<file path="src/rtl/request_select_mux_pkg.sv">
// Shared request-word layout for the round-robin scheduling kernels and their selectors.
// A request word is {addr, value, wr, valid}, with valid at bit 0.
package request_select_mux_pkg;

  localparam int ADDR_WIDTH     = 4;
  localparam int VALUE_WIDTH    = 8;

  localparam int REQ_VALID_BIT  = 0;
  localparam int REQ_WR_BIT     = 1;
  localparam int REQ_VALUE_LSB  = 2;
  localparam int REQ_ADDR_LSB   = REQ_VALUE_LSB + VALUE_WIDTH;

  localparam int REQ_WORD_WIDTH = ADDR_WIDTH + VALUE_WIDTH + 2;

  function automatic int req_width(input int addr_w, input int value_w);
    return addr_w + value_w + 2;
  endfunction

  // A one-entry selector still carries a 1-bit select so that the out-of-range index exists.
  function automatic int sel_width(input int req_number);
    return (req_number <= 1) ? 1 : $clog2(req_number);
  endfunction

endpackage

</file>
<file path="src/rtl/request_select_mux.sv">
// N-to-1 selector for packed request words, with an optional output register.
// Out-of-range select values produce an all-zero (invalid) request.
module request_select_mux
  import request_select_mux_pkg::*;
#(
  parameter int REQ_WIDTH       = REQ_WORD_WIDTH,
  parameter int REQ_NUMBER      = 2,
  parameter int REGISTER_OUTPUT = 0,
  localparam int SEL_WIDTH      = sel_width(REQ_NUMBER)
) (
  input  logic                 clk,
  input  logic                 reset,
  input  logic [REQ_WIDTH-1:0] requests [REQ_NUMBER],
  input  logic [SEL_WIDTH-1:0] select,
  output logic [REQ_WIDTH-1:0] selected_request
);

  logic [REQ_WIDTH-1:0] selected_request_d;

  // Zero default covers every index past the last request, so the pivot may wrap freely.
  always_comb begin
    selected_request_d = '0;
    for (int i = 0; i < REQ_NUMBER; i++) begin
      if (int'(select) == i) begin
        selected_request_d = requests[i];
      end
    end
  end

  generate
    if (REGISTER_OUTPUT != 0) begin : g_reg
      logic [REQ_WIDTH-1:0] selected_request_q;

      always_ff @(posedge clk or posedge reset) begin
        if (reset) begin
          selected_request_q <= '0;
        end else begin
          selected_request_q <= selected_request_d;
        end
      end

      assign selected_request = selected_request_q;
    end else begin : g_comb
      logic unused_clk_reset;

      assign unused_clk_reset = clk ^ reset;
      assign selected_request = selected_request_d;
    end
  endgenerate

endmodule

</file>
<file path="config.mk">
export PLATFORM = sky130hd
export DESIGN_NAME = request_select_mux
export DESIGN_NICKNAME = d
export VERILOG_FILES = /design/src/rtl/request_select_mux_pkg.sv /design/src/rtl/request_select_mux.sv
export SDC_FILE = /design/constraint.sdc
export NUM_CORES = 1
export LEC_CHECK = 0
export CAP_MARGIN = 20
export CORE_AREA = 2 2 39 41
export DETAILED_ROUTE_END_ITERATION = 8
export DIE_AREA = 0 0 41 43
export GPL_ROUTABILITY_DRIVEN = 0
export PLACE_DENSITY = 0.68
export REMOVE_ABC_BUFFERS = 1
export SLEW_MARGIN = 30
export SYNTH_ARGS = -nofsm -noshare
export SYNTH_HDL_FRONTEND = slang
export SYNTH_SLANG_ARGS = --single-unit
</file>
<file path="constraint.sdc">
create_clock -name vclk -period 1.42
set_input_delay 0.142 -clock vclk [all_inputs]
set_output_delay 0.142 -clock vclk [all_outputs]
set_load 0.01 [all_outputs]
</file>
### After elaboration in Yosys (flattened, before gate mapping)

Index checks and enable logic that the tools add are counted.

* muxes and demuxes: 1

Operators with widths (count)
* two-way mux 14 bit: 1

* logic and storage cells: 1
* input bits: 31
* register bits after elaboration: 0
* output and inout bits: 14

### Depth between registers and ports, before layout

Gate-level depths: netlist of run 1.

* depth in word-level cells: 1
* mapped depth: 2
* gate-level depth less buffers: 1

### Worst setup path before layout of run 1

Ideal clock, no wire load.

* kind: input-to-output
* start point: input port select
* end point: output port selected_request[10]
* arrival time: 612 ps
* path slack: 666 ps
* cell stages on the path: 2
* path through: buf_6 > mux2_2

* longest elaborated chain between the ends: 1

RTL lines
* start: declaration: line request_select_mux.sv:14 `input logic [SEL_WIDTH-1:0] select,`
* two-way mux 14 bit: line request_select_mux.sv:24 `if (int'(select) == i) begin`
* end: declaration: line request_select_mux.sv:15 `output logic [REQ_WIDTH-1:0] selected_request`

No other way between the ends.

### Worst setup path after layout of run 1

* start point: input port select
* end point: output port selected_request[0]

The elaborated chain is that of the path after synthesis.

==> run summary, run 1 <==
die area - 0.00176 sq mm
antenna diode count - 0
vias - 301
Die Span Y - 43 um
share of layout cells above drive strength 1 - 0.271
crit end category - output pin
HP Class - in -> out
mean post-synth cell area - 11.3 sq um
cells after synthesis - 15
hold path cells - 4
Final Hold Fails - 0
# DRC - 0
net total in the final layout - 92
synthesized area - 169 sq um
WP data required - 1280 ps
# clk buffers - 0
Power Density - 295 mW/mm^2
Final setup viols - 0
cts hold-fix bufs - 0
sequential cell count - 0
Peak VDD IR - 80.2 uV
initial antenna violation count - 0
WL final - 930 um
worst-margin pin slew - 128 ps
post-CTS sizing - 17
Final Cell Area - 612 sq um
Max Slew Vio Count - 0
met1 usage - 0.120
GRT busiest layer - met2
post-route antenna net violation count - 0
Port Buffers - 43
critical path fanouts, max - 7
Starting DRT DRC Count - 2
Ports - 45
Peak Freq - 772 MHz
First-pass DRT Iterations - 2
multi-input logic area - 158 sq um
grt total ovfl - 0
CP arrival - 1150 ps
GR met2 Demand/Resource - 0.181
crit-path cells - dlygate4sd2_1, buf_6, mux2_2, dlygate4sd2_1
largest net degree at the start of global routing - 8
Worst path max stage delay - 330 ps
Top cell by count, worst path - dlygate4sd2_1
crit start category - input port
Power Total - 180 uW
HPWL after DPL - 835 um
Routed WL per cell - 12.4 um
slowest CP cell - mux2_2
Die W - 41 um
RSZ-0062 raised after global routing - no
number of setup buffers added after CTS - 0
headroom to the max-slew limit - 0.915
post-layout min period - 1300 ps
DP Area - 623 sq um
Core Region - 0.00138 sq mm
GR met3 Demand/Resource - 0.0262
Layout area overhead - 262%
Ys Warns - 0
vias per cell - 4.01
post-synthesis cell type count - 2
row count - 14
sequential cell area fraction in the yosys report - 0
final-layout fill cell count - 149
status - finished, final reports clean
Tot GR Track Use - 0.101
vias in the first global route - 272
# Max-Cap Violations - 0
CP Class - in -> out
global-route wire length before repair - 1270 um
final clock period utilization by the worst path - 0.912
starting density of the core - 0.122
Sequential cell area - 0 sq um
leak pwr - 0.000255 uW
[critical path: cells and delay by family]
family,cells,cell delay (ps)
buffers and inverters,3,670
muxes,1,330
[cell type report]
class,instances,area share
Multi-Input combinational cell,14,0.258
Tap cell,16,0.0327
Timing Repair Buffer,45,0.710
[path summary, 6_finish.rpt]
| check | from | slack, ps | to |
|---|---|---|---|
| worst max-delay path | select | 120 | selected_request[0] |
| worst min-delay path | select | 1070 | selected_request[6] |
[cell usage after synthesis, drive strengths merged]
master | number | area [sq um]
mux2 | 14 | 158
buf | 1 | 11.3
[routing by layer]
metal  vias up  routed length [um]
met5         -                   0
met4         0                   0
met3         0                 144
met2        19                 451
met1       135                 334
li1        147                   -
[power breakdown]
part | switching [uW] | total (uW) | internal (uW)
clock | 0 | 0 | 0
sequential | 0 | 0 | 0
combinational | 50.8 | 180 | 129
total | 50.8 | 180 | 129
[cells by family (layout without fill, tap and decap cells)]
logic type,Yosys count,in the layout,share of synthesized area
buffers and inverters,1,45,0.0667
muxes,14,14,0.933
[placed cells by master, fill, tap and decap left out, drive strengths merged]
cell           instances
clkdlybuf4s50         28
dlygate4sd2           15
mux2                  14
buf                    2
[stage by stage]
stage                     setup WS (ps)  hold slack (ps)  std cells  TNS (ps)   util
final                               125             1070         75         0  0.442
after global routing               59.9             1130         75         0  0.442
after CTS                           109             1080         75         0  0.442
after detailed placement           -342             1390         75     -4550  0.450
after global placement             -324             1380         75     -4370  0.450
after floorplan                     801              435         14         0      -
Power figures use the tool's default switching activity.
==> inputs of run 2 (changes only) <==
--- a/config.mk
+++ b/config.mk
@@ -6,11 +6,12 @@
 export NUM_CORES = 1
 export LEC_CHECK = 0
 export CAP_MARGIN = 20
-export CORE_AREA = 2 2 39 41
+export CELL_PAD_IN_SITES_DETAIL_PLACEMENT = 0
+export CELL_PAD_IN_SITES_GLOBAL_PLACEMENT = 1
+export CORE_UTILIZATION = 10
 export DETAILED_ROUTE_END_ITERATION = 8
-export DIE_AREA = 0 0 41 43
 export GPL_ROUTABILITY_DRIVEN = 0
-export PLACE_DENSITY = 0.68
+export PLACE_DENSITY = 0.95
 export REMOVE_ABC_BUFFERS = 1
 export SLEW_MARGIN = 30
 export SYNTH_ARGS = -nofsm -noshare
==> run summary, run 2 (synthesis results as in run 1) <==
# DRC - 0
Sequential cell area - 0 sq um
net total in the final layout - 92
Starting DRT DRC Count - 0
# Max-Cap Violations - 0
sw power - 50.7 uW
RSZ-0062 raised after global routing - no
share of layout cells above drive strength 1 - 0.271
Final Hold Fails - 0
vias - 306
post-route antenna net violation count - 0
worst-margin pin slew - 117 ps
WL final - 865 um
Final Cell Area - 612 sq um
met1 usage - 0.106
Peak Freq - 777 MHz
Min Hold Slack - 1070 ps
CP Class - in -> out
First-pass DRT Iterations - 1
CP arrival - 1140 ps
DP Area - 623 sq um
WP data required - 1280 ps
number of setup buffers added after CTS - 0
switching share of power - 0.282
HP Class - in -> out
GR met2 Demand/Resource - 0.179
Ports - 45
Final setup viols - 0
final core utilization - 0.397
Core Region - 0.00154 sq mm
GRT busiest layer - met2
crit end category - output pin
sequential cell count - 0
Peak VDD IR - 138 uV
Max Slew Vio Count - 0
initial antenna violation count - 0
Tot GR Track Use - 0.0931
most common cell after layout, fill and taps aside - clkdlybuf4s50_1
Die W - 43.1 um
vias per cell - 4.08
vias in the first global route - 313
largest net degree at the start of global routing - 8
headroom to the max-slew limit - 0.922
status - finished, final reports clean
die area - 0.00186 sq mm
Port Buffers - 43
global-route wire length before repair - 1380 um
grt total ovfl - 0
HPWL after DPL - 760 um
Die Span Y - 43.1 um
critical path fanouts, max - 7
multi-input logic area - 158 sq um
combinational fraction of design power - 1.000
most frequent cells in the layout - clkdlybuf4s50_1 (28), dlygate4sd2_1 (15), mux2_2 (14), buf_6 (2)
crit start category - input port
clock network power share - 0
Seq pwr share - 0
starting density of the core - 0.110
row count - 14
antenna diode count - 0
Post-Layout Cell Count - 75
Routed WL per cell - 11.5 um
Layout area overhead - 262%
final-layout fill cell count - 157
final clock period utilization by the worst path - 0.906
Internal - 129 uW
GR met3 Demand/Resource - 0.0255
leak pwr - 0.000255 uW
Power Density - 295 mW/mm^2
post-layout min period - 1290 ps
# clk buffers - 0
placed cells - 75
hold path cells - 4
[run 2: cell counts in the layout (fill, tap and decap cells not counted)]
Identical to the previous run, type by type.
[run 2: worst paths after layout]
check | from | endpoint | slack (ps)
worst max-delay path | select | selected_request[6] | 130
worst min-delay path | select | selected_request[8] | 1070
[run 2: repair_timing]
| item | 4_1_cts | 5_1_grt |
|---|---|---|
| hold buffers | 0 | 0 |
| endpoints found under the setup margin | 14 | 0 |
| gates resized for setup | 17 | 0 |
[run 2: power groups by stage]
stage	clock, uW	combinational, uW	sequential, uW
after floorplan	0	53.9	0
after global placement	0	202	0
after detailed placement	0	203	0
after CTS	0	183	0
after global routing	0	193	0
final	0	180	0
[run 2: final cells by class]
cell class / instances / area share
Tap cell: 16 / 0.0327
Multi-Input combinational cell: 14 / 0.258
Timing Repair Buffer: 45 / 0.710
[run 2: per-stage QoR]
step,power [uW],TNS [ps],worst slack [ps]
global route,193,0,90.9
floorplan,53.9,0,801
global placement,202,-4300,-321
finish,180,0,133
CTS,183,0,113
detailed placement,203,-4560,-341
[run 2: routing by layer]
layer / wire length [um] / vias up
met5: 0 / -
li1: - / 146
met1: 307 / 132
met3: 142 / 0
met2: 415 / 28
met4: 0 / 0
[run 2: worst max-delay path, cell delays in order]
cell and delay (ps):
dlygate4sd2_1 250, buf_6 140, mux2_2 330, dlygate4sd2_1 280
